<file path="src/rtl/cpu_timer.sv">
// Memory-mapped machine timer: 64-bit mtime/mtimecmp with a prescaled tick,
// a coherent LO/HI read shadow and a one-shot timer-interrupt pulse.
//
// state    | meaning
// ---------+--------------------------------------------------------------
// IDLE     | waiting for a request; the access is performed on leaving
// ACK      | o_ready high for this single cycle
// WAIT_REL | waiting for the master to drop i_request
module cpu_timer #(
  parameter int unsigned PRESCALE = 100
) (
  input  logic        i_clock,
  input  logic        i_reset,
  input  logic        i_request,
  input  logic        i_rw,
  input  logic [4:0]  i_address,
  input  logic [31:0] i_wdata,
  output logic [31:0] o_rdata,
  output logic        o_ready,
  output logic        o_interrupt
);

  localparam logic [1:0] ST_IDLE     = 2'd0;
  localparam logic [1:0] ST_ACK      = 2'd1;
  localparam logic [1:0] ST_WAIT_REL = 2'd2;

  localparam logic [2:0] REG_MTIME_LO = 3'd0;
  localparam logic [2:0] REG_MTIME_HI = 3'd1;
  localparam logic [2:0] REG_CMP_LO   = 3'd2;
  localparam logic [2:0] REG_CMP_HI   = 3'd3;
  localparam logic [2:0] REG_CTRL     = 3'd4;

  localparam logic [15:0] PRE_LAST = 16'(PRESCALE - 1);

  logic [1:0]  state;
  logic [63:0] mtime;
  logic [63:0] mtimecmp;
  logic [15:0] prescaler;
  logic        enable;
  logic        armed;
  logic [31:0] hi_shadow;

  logic        access;
  logic        rd_access;
  logic        wr_access;
  logic [2:0]  sel;
  logic        mtime_wr;
  logic        cmp_wr;
  logic        fire;
  logic [31:0] rdata_next;
  logic        unused_addr_bits;

  assign sel              = i_address[4:2];
  assign unused_addr_bits = ^i_address[1:0];

  assign access    = (state == ST_IDLE) && i_request;
  assign rd_access = access && !i_rw;
  assign wr_access = access && i_rw;
  assign mtime_wr  = wr_access && ((sel == REG_MTIME_LO) || (sel == REG_MTIME_HI));
  assign cmp_wr    = wr_access && ((sel == REG_CMP_LO) || (sel == REG_CMP_HI));
  assign fire      = armed && (mtime >= mtimecmp);

  always_comb begin
    rdata_next = '0;
    case (sel)
      REG_MTIME_LO: rdata_next = mtime[31:0];
      REG_MTIME_HI: rdata_next = hi_shadow;
      REG_CMP_LO:   rdata_next = mtimecmp[31:0];
      REG_CMP_HI:   rdata_next = mtimecmp[63:32];
      REG_CTRL:     rdata_next = {31'b0, enable};
      default:      rdata_next = '0;
    endcase
  end

  always_ff @(posedge i_clock) begin
    if (i_reset) begin
      state     <= ST_IDLE;
      o_ready   <= 1'b0;
      o_rdata   <= '0;
      hi_shadow <= '0;
    end else begin
      case (state)
        ST_IDLE:     if (i_request) state <= ST_ACK;
        ST_ACK:      state <= ST_WAIT_REL;
        ST_WAIT_REL: if (!i_request) state <= ST_IDLE;
        default:     state <= ST_IDLE;
      endcase
      o_ready <= access;
      if (rd_access) begin
        o_rdata <= rdata_next;
        // Freeze the upper half so a following HI read matches this LO read.
        if (sel == REG_MTIME_LO) hi_shadow <= mtime[63:32];
      end
    end
  end

  always_ff @(posedge i_clock) begin
    if (i_reset) begin
      mtime       <= '0;
      mtimecmp    <= '1;
      prescaler   <= '0;
      enable      <= 1'b1;
      armed       <= 1'b0;
      o_interrupt <= 1'b0;
    end else begin
      // A software write to mtime wins over the tick that would land this cycle.
      if (mtime_wr) begin
        prescaler <= '0;
        if (sel == REG_MTIME_LO) mtime[31:0]  <= i_wdata;
        else                     mtime[63:32] <= i_wdata;
      end else if (enable) begin
        if (prescaler == PRE_LAST) begin
          prescaler <= '0;
          mtime     <= mtime + 64'd1;
        end else begin
          prescaler <= prescaler + 16'd1;
        end
      end

      if (wr_access && (sel == REG_CTRL)) enable <= i_wdata[0];

      if (cmp_wr) begin
        if (sel == REG_CMP_LO) mtimecmp[31:0]  <= i_wdata;
        else                   mtimecmp[63:32] <= i_wdata;
      end

      // One pulse per compare write: the CSR unit re-latches MTIP on every high cycle.
      o_interrupt <= fire;
      if (cmp_wr)    armed <= 1'b1;
      else if (fire) armed <= 1'b0;
    end
  end

endmodule

</file>
<file path="config.mk">
export PLATFORM = sky130hd
export DESIGN_NAME = cpu_timer
export DESIGN_NICKNAME = d
export VERILOG_FILES = /design/src/rtl/cpu_timer.sv
export SDC_FILE = /design/constraint.sdc
export NUM_CORES = 1
export LEC_CHECK = 0
export BUFFER_PORTS_ARGS = -buffer_cell sky130_fd_sc_hd__buf_2
export CAP_MARGIN = 20
export CORE_MARGIN = 8
export CORE_UTILIZATION = 60
export DETAILED_ROUTE_END_ITERATION = 12
export HOLD_SLACK_MARGIN = 0.05
export MAX_ROUTING_LAYER = met4
export PLACE_DENSITY = 0.81
export SLEW_MARGIN = 20
export SYNTH_ARGS = -nofsm -noshare
export SYNTH_HDL_FRONTEND = slang
export SYNTH_SLANG_ARGS = --single-unit
</file>
<file path="constraint.sdc">
create_clock -name i_clock -period 5 [get_ports i_clock]
set_input_delay 1.5 -clock i_clock [delete_from_list [all_inputs] [get_ports i_clock]]
set_output_delay 1.5 -clock i_clock [all_outputs]
set_load 0.005 [all_outputs]
</file>
# Word-level counts from Yosys, hierarchy flattened
# Index checks and enable logic that the tools add are counted.
# Widths: inputs -> output; s select.
[classes]
add_sub_neg = 2
n_lt_le_gt_ge = 1
eq_ne = 11
mux = 12
n_bitwise = 1
n_reduce_logical = 22
[ops]
columns = ["op", "n"]
rows = [
  ["$mux 64", 3],
  ["$pmux 32 s5", 1],
  ["$add 64x1->64 const B", 1],
  ["$ge 64x64->1", 1],
  ["$mux 32", 2],
  ["$add 16x1->16 const B", 1],
  ["$eq 16x7->1 const B", 1],
  ["$mux 16", 1],
  ["$reduce_and 2->1", 4],
  ["$logic_and 1x1->1", 7],
  ["$eq 3x2->1 const B", 2],
  ["$ne 2x2->1 const B", 3],
  ["$pmux 2 s3", 1],
  ["$reduce_and 3->1", 2],
  ["$reduce_bool 2->1", 3],
  ["$mux 2", 2],
  ["$eq 3x1->1 const B", 1],
  ["$eq 3x3->1 const B", 1],
  ["$logic_not 3->1", 1],
  ["$eq 2x1->1 const B", 1],
  ["$eq 2x2->1 const B", 1],
  ["$logic_not 2->1", 1],
  ["$logic_or 1x1->1", 2],
  ["$mux 1", 2],
  ["4 further kinds", 4],
]
[word_totals]
ff_bits = 214
in_bits = 41
out_inout_bits = 34

# Longest topological paths before layout
# Gate-level depths: netlist of run 1.
[depth]
depth_word = 6
ltp_mapped = 9
ltp_nobuf = 9

# Worst setup path after synthesis of run 1
# No wires, ideal clock.
[synth_timing]
path_kind = "input to register"
startpoint = "input i_address[4]"
endpoint = "register mtime[33]"
setup_time_ps = 117
t_arrival_ps = 3134
required_time_ps = 4883
setup_slack_ps = 1749
path_stages = 7
n_path_buf = 3
path_cell_list = "clkbuf_1 -> or3_1 -> clkbuf_1 -> a21oi_1 -> clkbuf_1 -> nor2_1 -> a32o_1"
[synth_between]
elab_chain_cells = 5
elab_cells_between_ends = 9
[synth_lines]
columns = ["element", "line_no", "rtl"]
rows = [
  ["start: declaration", "16", "input logic [4:0] i_address,"],
  ["$eq 3x1->1 or $logic_not 3->1 (tied branches)", "59, 109", ""],
  ["$logic_or 1x1->1", "59", "assign mtime_wr = wr_access && ((sel == REG_MTIME_LO) || (sel == REG_MTIME_HI));"],
  ["$logic_and 1x1->1", "59", ""],
  ["$ne 2x2->1 (no source line) or $reduce_bool 2->1 (tied branches)", "n/a", ""],
  ["$reduce_and 3->1 (no source line)", "n/a", ""],
  ["end signal: assignment", "110", "else mtime[63:32] <= i_wdata;"],
  ["end signal: assignment", "114", "mtime <= mtime + 64'd1;"],
  ["end: declaration", "36", "logic [63:0] mtime;"],
]
# Several ways; a longest one is shown, not always the timed one.
# A chain may end at the register's enable or synchronous reset.

# Final worst setup path of run 1
[layout_timing]
startpoint = "input i_rw"
endpoint = "register mtime[46]"
[layout_between]
elab_chain_cells = 4
elab_cells_between_ends = 7
[layout_lines]
columns = ["element", "line_no", "rtl"]
rows = [
  ["start: declaration", "15", "input logic i_rw,"],
  ["$logic_and 1x1->1 *", "58", "assign wr_access = access && i_rw;"],
  ["$logic_and 1x1->1 *", "59", ""],
  ["$ne 2x2->1 (no source line) or $reduce_bool 2->1 (tied branches)", "n/a", ""],
  ["$reduce_and 3->1 (no source line)", "n/a", ""],
]
# Every way passes the cells marked *; elsewhere a longest branch is shown, timed or not.

==> qor.txt, run 1 <==
Peak VDD IR: 230 uV
Starting Density: 0.613
CTS clk-pin slew, worst paths: 0.06 ns
Global-route wire length before repair: 54,100 um
DRT iter0 DRCs: 1,034
Die Width: 154 um
Htree depth: 1
Post-Route WL: 32,900 um
Maximum fanout along the worst path: 18
Routability Congestion: 0.917
Lkg Pwr: 5.18 nW
Seq/Total Area, Yosys: 0.372
Maxcap violations: 0
Clock Power Share: 0.456
Deepest clock path buffer count: 3
Primary FF master, synth: dfxtp_1
Clk_skew: 0.00932 ns
Post-synth EDFFs: 0
Netlist cell types: 71
Relative slew slack: 0.300
Fillers: 1,580
Dpl hpwl: 22,200 um
Post-synthesis net count: 1,581
WL/cell: 18.9 um
Placed Cells: 1,702
Fin Hold WS: 0.454 ns
Achievable Freq: 299 MHz
Total global routing overflow: 0
Placed standard-cell area: 11,900 um^2
CP max stage cell: or3_2
Boundary pin count: 75
YS warnings: 0
Worst-path cell chain: buf_2 > nand4bb_1 > or3_2 > a21oi_2 > buf_4 > a311oi_1 > a21oi_1 > a211oi_1
Share of layout cells above drive strength 1: 0.108
Seq pwr share: 0.482
Number of global-route vias before repair: 10.6k
Input/output buffers: 72
Async SR Flop Fraction: 0
Pwr dens: 285 nW/um^2
CP required: 5.38 ns
Crit path DAT: 3.73 ns
CP max stage delay: 0.73 ns
Finish-stage setup viols: 0
Worst Hold Class: register to register
Setup TNS: 0 ns
# diodes: 0
CTS buffer count: 23
Total track usage: 0.278
Cts repair resizes: 0
Die height: 154 um
Nets: 1,600
Slew Viols, Final: 0
Outcome: complete, no violations
Non-Filler Instances: 1,742
Clk_lat worst skew: 0.52 ns
Initial antenna violation count: 0
FP Rows: 50
Worst-Margin Slew: 1.05 ns
Clock Sinks: 214
Unrepaired setup endpoints after global routing: false
Number of remaining DRC errors: 0
Via density: 6.44
Post-synth top area cell: dfxtp_1
Root Buffer: clkbuf_16
Post-Synthesis Cells: 1,474
Final min period: 3.35 ns
Mapped Area: 11,500 um^2
TritonRoute pass-1 iters: 6
Fin crit share: 0.669
Crit Path Category: primary input to register
P_int: 0.00274 W
Net Sw Frac: 0.241
Critical path endpoint category: register
Ranking of synthesized cells by area: dfxtp_1, a21oi_1, nand2_1, ha_1, a22oi_1
Crit path launch type: primary input
Share of the synthesized area in the top cell type: 0.372
Syn Area/Cell: 7.80 um^2
Post-DRT Antenna Nets: 0
Final instance area: 12,600 um^2
Multi-input gate area in the final layout: 6540 um^2
Post-CTS Setup Inserts: 0
Register area: 4280 um^2
Core area: 18,800 um^2
Hold Vio Cnt, Final: 0
Psw: 0.000871 W
CTS Hold Buffers Added: 0
Largest net degree at the start of global routing: 88
Seq cells post-synth: 214
CTS tree: done
Part of the power in combinational logic: 0.062
Die Footprint: 23,900 um^2
Layout area overhead: 9.94%
Total vias in the final route: 11.2k
==> registers in the layout, indices dropped and copies added (netlist names) <==
name,count
prescaler,16
o_interrupt,1
mtimecmp,64
enable,1
o_rdata,32
armed,1
o_ready,1
mtime,64
hi_shadow,32
state,2
==> cells in the mapped netlist, types with 6 or more instances <==
cell type  count
nand4_1       31
and4_1        12
buf_1          6
o21ai_0       63
nor2_1       120
a21oi_1      172
a21o_1        14
clkbuf_1      84
nor4_1         8
ha_1          66
a211oi_1      17
xor2_1        11
nand2_1      224
o211ai_1      69
o31ai_1       15
o21a_1         6
and2_1         6
inv_1         73
nand3_1       43
a22oi_1       79
nor3_1        18
dfxtp_1      214
and3_1        14
a31oi_1       10
==> power by group through the flow <==
stage	Combinational, W	Clock [W]	Sequential [W]
after floorplan	0.000135	0	0.00178
after global placement	0.000214	0	0.00178
after detailed placement	0.000218	0	0.00178
after CTS	0.000219	0.00166	0.00174
after global routing	0.000243	0.00173	0.00174
final	0.000223	0.00165	0.00174
==> worst max-delay path, delay by kind of cell <==
family,cells,cell delay [ns]
AOI/OAI and AO/OA,4,0.82
buffers and inverters,2,0.42
and+or+nand+nor,2,0.99
==> path summary, 6_finish.rpt <==
path | from | end | slack (ns) | depth (start not counted)
min | hi_shadow[25] | hi_shadow[25] | 0.45 | 2
max reg2reg | mtime[1] | mtime[58] | 1.86 | 8
max | i_rw | mtime[46] | 1.65 | 8
min reg2reg | hi_shadow[25] | hi_shadow[25] | 0.45 | 2
==> metal layers <==
layer	wire (um)	global-route usage	share of wire	vias up
li1	-	-	-	5378
met1	14200	0.348	0.43	5306
met2	15300	0.455	0.47	469
met3	2570	0.0379	0.078	72
met4	881	0.0985	0.027	0
met5	0	-	0	-
==> logic make-up (layout without fill, tap and decap cells) <==
family / after synthesis / after routing / share of synthesized area
and+or+nand+nor: 511 / 511 / 0.207
AOI/OAI and AO/OA: 489 / 489 / 0.271
DFF: 214 / 214 / 0.372
buffers and inverters: 176 / 210 / 0.0633
adders and majority gates: 66 / 66 / 0.0718
xor gates and xnor gates: 15 / 15 / 0.0114
muxes: 3 / 3 / 0.00261
==> cell usage in the layout, fill, tap and decap left out, drive strengths merged, types with 20 or more instances in the layout <==
cell,Yosys,layout
nor3,20,20
dfxtp,214,214
o211ai,69,69
nand3,43,43
o21ai,66,66
nand4,33,33
nand2,224,224
nor2,120,120
inv,74,75
a22oi,79,79
clkbuf,89,32
a21oi,172,172
buf,13,96
ha,66,66
==> final cells by class <==
type,instances,share of cell area
flip-flops and latches,214,0.339
clock buffers,32,0.0506
repair buffers,96,0.0429
multi-input cells,1084,0.517
inverters,74,0.0220
well taps,234,0.0232
clock inverters,8,0.00574
==> metrics by stage <==
stage	power, W	worst slack [ns]	util
finish	0.00361	1.65	0.674
global route	0.00371	1.52	0.674
CTS	0.00362	1.69	0.674
detailed placement	0.00200	1.18	0.636
global placement	0.00199	1.22	0.636
floorplan	0.00191	1.75	-
(Power assumes the default switching activity.)
==> run 2, diff against run 1 <==
--- a/config.mk
+++ b/config.mk
@@ -8,11 +8,11 @@
 export BUFFER_PORTS_ARGS = -buffer_cell sky130_fd_sc_hd__buf_2
 export CAP_MARGIN = 20
 export CORE_MARGIN = 8
-export CORE_UTILIZATION = 60
+export CORE_UTILIZATION = 55
 export DETAILED_ROUTE_END_ITERATION = 12
 export HOLD_SLACK_MARGIN = 0.05
 export MAX_ROUTING_LAYER = met4
-export PLACE_DENSITY = 0.81
+export PLACE_DENSITY = 0.78
 export SLEW_MARGIN = 20
 export SYNTH_ARGS = -nofsm -noshare
 export SYNTH_HDL_FRONTEND = slang
==> constraint.sdc (replaced) <==
create_clock -name i_clock -period 2.93 [get_ports i_clock]
set_input_delay 0.879 -clock i_clock [delete_from_list [all_inputs] [get_ports i_clock]]
set_output_delay 0.879 -clock i_clock [all_outputs]
set_load 0.005 [all_outputs]
==> qor.txt, run 2 (synthesized netlist as in run 1, its figures left out) <==
Final core utilization: 0.630 (was 0.674)
Worst setup path start: mtime[1] (was i_rw)
Setup crit end: mtime[46] (unchanged)
Die Footprint: 25,800 um^2 (was 23,900 um^2)
Slew Viols, Final: 0 (unchanged)
Unrepaired setup endpoints after global routing: false (unchanged)
Lkg Pwr: 5.39 nW (was 5.18 nW)
Achievable Freq: 379 MHz
Maxcap violations: 0 (unchanged)
DRT iter0 DRCs: 1,030 (was 1,034)
Global-route wire length before repair: 56,100 um (was 54,100 um)
Share of layout cells above drive strength 1: 0.127 (was 0.108)
Layout area overhead: 13.7% (was 9.94%)
Peak VDD IR: 519 uV (was 230 uV)
Hold Vio Cnt, Final: 0 (unchanged)
CP required: 3.33 ns (was 5.38 ns)
Post-DRT Antenna Nets: 0 (unchanged)
Via density: 6.22 (was 6.44)
Regs by FF count: mtime x64, mtimecmp x64 (unchanged)
Dpl hpwl: 23,500 um (was 22,200 um)
Critical path endpoint category: register (unchanged)
Depth of the worst hold-timing path: 2 (unchanged)
Placed Cells: 1,773 (was 1,702)
Final min period: 2.64 ns
Worst Hold Class: register to register (unchanged)
Commonest non-fill, non-tap cell in the layout: nand2_1 (unchanged)
Multi-input gate area in the final layout: 6540 um^2 (about the same)
Deepest clock path buffer count: 3 (unchanged)
Setup TNS: 0 ns (unchanged)
Non-Filler Instances: 1,815 (was 1,742)
Root Buffer: clkbuf_16 (unchanged)
TritonRoute pass-1 iters: 8 (was 6)
# diodes: 0 (unchanged)
Post-CTS Setup Inserts: 0 (unchanged)
Clock Sinks: 214 (unchanged)
Worst-Margin Slew: 0.755 ns (was 1.05 ns)
Boundary pin count: 75 (unchanged)
Pwr dens: 483 nW/um^2 (was 285 nW/um^2)
Nets: 1,631 (was 1,600)
Total power: 0.00631 W (was 0.00361 W)
Number of remaining DRC errors: 0 (unchanged)
Register area: 4280 um^2 (unchanged)
Starting Density: 0.554 (was 0.613)
CTS tree: done (unchanged)
Most frequent cells in the layout: nand2_1, dfxtp_1, a21oi_1, nor2_1, a22oi_1 (unchanged)
Worst r2r src: mtime[1] (unchanged)
Number of global-route vias before repair: 10.8k (was 10.6k)
Post-Route WL: 33,800 um (was 32,900 um)
Total global routing overflow: 0 (unchanged)
Die Width: 161 um (was 154 um)
Crit path DAT: 3.04 ns (was 3.73 ns)
Input/output buffers: 72 (unchanged)
Cts repair resizes: 0 (unchanged)
Reg2reg path depth: 8 (unchanged)
Initial antenna violation count: 0 (unchanged)
Reg2reg setup slack: 0.29 ns (was 1.86 ns)
RR Endpoint: mtime[46] (was mtime[58])
Outcome: complete, no violations (unchanged)
Clk_lat worst skew: 0.52 ns (about the same)
FP Rows: 53 (was 50)
Htree depth: 1 (unchanged)
Maximum fanout along the worst path: 7 (was 18)
Relative slew slack: 0.495 (was 0.300)
Crit path launch type: register (was primary input)
CTS Hold Buffers Added: 0 (unchanged)
Clk_skew: 0.0129 ns (was 0.00932 ns)
WL/cell: 18.6 um (was 18.9 um)
Die height: 161 um (was 154 um)
CTS buffer count: 24 (was 23)
Finish-stage setup viols: 0 (unchanged)
Largest net degree at the start of global routing: 84 (was 88)
Total track usage: 0.266 (was 0.278)
Core area: 20,800 um^2 (was 18,800 um^2)
Fin crit share: 0.901
Total vias in the final route: 11.3k (was 11.2k)
Fillers: 1,804 (was 1,580)
CTS clk-pin slew, worst paths: 0.06 ns (about the same)
Crit Path Category: register to register (was primary input to register)
Routability Congestion: 0.908 (was 0.917)
-- run 2: final cells by class --
type / count / share of cell area
Clock inverter: 8 / 0.00497
Clock buffer: 34 / 0.0535
Multi-Input combinational cell: 1084 / 0.500
Timing Repair Buffer: 126 / 0.0664
Sequential cell: 214 / 0.327
Inverter: 74 / 0.0212
Tap cell: 275 / 0.0263
-- run 2: critical path, cell delays in order (launching register included) --
cell and delay, ns:
dfxtp_1 0.46, ha_1 0.24, nand3_1 0.18, nor2_1 0.30
nand4_1 0.30, nor4_1 0.63, a311oi_1 0.19, a21oi_1 0.16
a211oi_1 0.06
-- run 2: worst min-delay path by stage --
stage                    end     startpoint  slack (ns)
3_5_place_dp   hi_shadow[17]  hi_shadow[17]        0.45
2_1_floorplan    o_interrupt          armed        0.42
4_1_cts        hi_shadow[17]  hi_shadow[17]        0.45
6_report       hi_shadow[17]  hi_shadow[17]        0.45
3_3_place_gp     o_interrupt          armed        0.44
5_1_grt        hi_shadow[26]  hi_shadow[26]        0.47
-- run 2: through the flow --
step,worst slack [ns],cell area [um^2],hold slack (ns)
2_1_floorplan,0.300,11500,0.425
3_3_place_gp,0.166,12300,0.439
3_5_place_dp,0.106,12300,0.446
4_1_cts,0.315,13100,0.454
5_1_grt,0.0167,13100,0.470
6_report,0.291,13100,0.453
-- run 2: report_power, final --
group	leakage [nW]	switching [W]	internal [W]	total [W]
clock	0.384	0.00120	0.00174	0.00294
sequential	1.73	0.0000229	0.00295	0.00297
combinational	3.27	0.000269	0.000130	0.000399
-- run 2: per-layer routing --
metal	global-route usage	vias up	wire (um)
li1	-	5442	-
met1	0.345	5290	14800
met2	0.427	479	15500
met3	0.0340	71	2620
met4	0.0786	0	816
met5	-	-	0
==> run 3, diff against run 2 <==
--- a/config.mk
+++ b/config.mk
@@ -9,6 +9,7 @@
 export CAP_MARGIN = 20
 export CORE_MARGIN = 8
 export CORE_UTILIZATION = 55
+export CTS_BUF_LIST = sky130_fd_sc_hd__clkbuf_16
 export DETAILED_ROUTE_END_ITERATION = 12
 export HOLD_SLACK_MARGIN = 0.05
 export MAX_ROUTING_LAYER = met4
==> qor.txt, run 3 (synthesized netlist as in run 1, its figures left out) <==
Outcome: complete, no violations (unchanged)
Total track usage: 0.266 (unchanged)
Die height: 161 um (unchanged)
Worst-path cell chain: ha_1 > nand3_1 > nor2_1 > nand4_1 > nor4_1 > o21ai_0 > a32o_1 (was ha_1 > nand3_1 > nor2_1 > nand4_1 > nor4_1 > a311oi_1 > a21oi_1 > a211oi_1)
Maxcap violations: 0 (unchanged)
Htree depth: 1 (unchanged)
Clock Sinks: 214 (unchanged)
Deepest clock path buffer count: 3 (unchanged)
Peak VDD IR: 517 uV (was 519 uV)
Routability Congestion: 0.908 (unchanged)
Input/output buffers: 72 (unchanged)
Regs by FF count: mtime x64, mtimecmp x64 (unchanged)
Achievable Freq: 378 MHz (was 379 MHz)
Relative slew slack: 0.491 (was 0.495)
Dpl ws: 0.106 ns (unchanged)
Placed Cells: 1,773 (unchanged)
Worst Hold Class: register to register (unchanged)
Die Footprint: 25,800 um^2 (unchanged)
Total power: 0.00618 W (was 0.00631 W)
Unrepaired setup endpoints after global routing: false (unchanged)
TritonRoute pass-1 iters: 5 (was 8)
CTS buffer count: 24 (unchanged)
Starting Density: 0.554 (unchanged)
Total global routing overflow: 0 (unchanged)
Critical path endpoint category: register (unchanged)
Fin crit share: 0.904 (was 0.901)
Worst Path Buf+Inv: 0 (unchanged)
Crit path launch type: register (unchanged)
Final worst slack: 0.283 ns (was 0.291 ns)
Finish-stage setup viols: 0 (unchanged)
Total vias in the final route: 11.3k (about the same)
Lkg Pwr: 5.38 nW (was 5.39 nW)
Clk_lat worst skew: 0.52 ns (about the same)
Boundary pin count: 75 (unchanged)
Dpl hpwl: 23,500 um (unchanged)
CP max stage cell: nor4_1 (unchanged)
Post-CTS Setup Inserts: 0 (unchanged)
Pwr dens: 474 nW/um^2 (was 483 nW/um^2)
WL/cell: 18.6 um (about the same)
Slew Viols, Final: 0 (unchanged)
CTS tree: done (unchanged)
Cell family with most CP delay: simple AND/OR/NAND/NOR gates (unchanged)
Via density: 6.22 (about the same)
Nets: 1,631 (unchanged)
Clk_skew: 0.0106 ns (was 0.0129 ns)
Commonest non-fill, non-tap cell in the layout: nand2_1 (unchanged)
Root Buffer: clkbuf_16 (unchanged)
Most frequent cells in the layout: nand2_1, dfxtp_1, a21oi_1, nor2_1, a22oi_1 (unchanged)
Global-route wire length before repair: 56,100 um (about the same)
Worst-Margin Slew: 0.760 ns (was 0.755 ns)
Die Width: 161 um (unchanged)
Hold Vio Cnt, Final: 0 (unchanged)
Largest net degree at the start of global routing: 84 (unchanged)
CP required: 3.34 ns (was 3.33 ns)
Share of layout cells above drive strength 1: 0.125 (was 0.127)
Setup TNS: 0 ns (unchanged)
Post-DRT Antenna Nets: 0 (unchanged)
Number of remaining DRC errors: 0 (unchanged)
Post-Route WL: 33,700 um (was 33,800 um)
Non-Filler Instances: 1,815 (unchanged)
Layout area overhead: 13.4% (was 13.7%)
FP Rows: 53 (unchanged)
Cts repair resizes: 0 (unchanged)
DRT iter0 DRCs: 1,073 (was 1,030)
Number of global-route vias before repair: 10.8k (about the same)
Core area: 20,800 um^2 (unchanged)
Crit Path Category: register to register (unchanged)
CTS Hold Buffers Added: 0 (unchanged)
CP max stage delay: 0.63 ns (about the same)
Maximum fanout along the worst path: 7 (unchanged)
Final min period: 2.65 ns (was 2.64 ns)
CTS clk-pin slew, worst paths: 0.06 ns (about the same)
Crit path DAT: 3.06 ns (was 3.04 ns)
# diodes: 0 (unchanged)
Initial antenna violation count: 0 (unchanged)
[run 3: cell types whose count changed in the layout (fill, tap and decap cells not counted), sizes merged]
cell / previous run / this run
clkbuf: 34 / 25
clkinv: 7 / 11
inv: 74 / 79
[run 3: per-stage QoR]
step / instance area (um^2) / hold slack [ns] / util
2_1_floorplan: 11500 / 0.425 / -
3_3_place_gp: 12300 / 0.439 / 0.593
3_5_place_dp: 12300 / 0.446 / 0.593
4_1_cts: 13000 / 0.454 / 0.628
5_1_grt: 13000 / 0.470 / 0.628
6_report: 13000 / 0.454 / 0.628
[run 3: worst register-to-register path, stage by stage (launching register included)]
cell and delay, ns:
dfxtp_1 0.46, ha_1 0.24, nand3_1 0.19, nor2_1 0.30, nand4_1 0.31, nor4_1 0.63, o21ai_0 0.15, a32o_1 0.27
[run 3: final cells by class]
type                       instances  area [um^2]
multi-input combinational       1084         6540
clock inverter                    17         98.8
inverter                          74          278
fill                            1809         7710
timing repair buffer             126          868
clock buffer                      25          626
tap                              275          344
sequential                       214         4280
[run 3: path summary, 6_finish.rpt]
check / depth (start not counted) / slack, ns / start / to
worst min-delay path: 2 / 0.45 / hi_shadow[27] / hi_shadow[27]
worst max-delay path: 7 / 0.28 / mtime[1] / mtime[44]
worst min register to register: 2 / 0.45 / hi_shadow[27] / hi_shadow[27]
worst max register to register: 7 / 0.28 / mtime[1] / mtime[44]
[run 3: power breakdown]
part / total, W / switching (W) / internal (W)
logic: 0.000399 / 0.000269 / 0.000130
registers: 0.00297 / 0.0000230 / 0.00295
clock network: 0.00281 / 0.00119 / 0.00162
total: 0.00618 / 0.00148 / 0.00469
[run 3: per-layer routing]
metal  track usage  share of wire  vias up
met1         0.345           0.44     5301
met3        0.0338          0.076       77
li1              -              -     5445
met5             -              0        -
met2         0.428           0.46      471
met4        0.0782          0.025        0
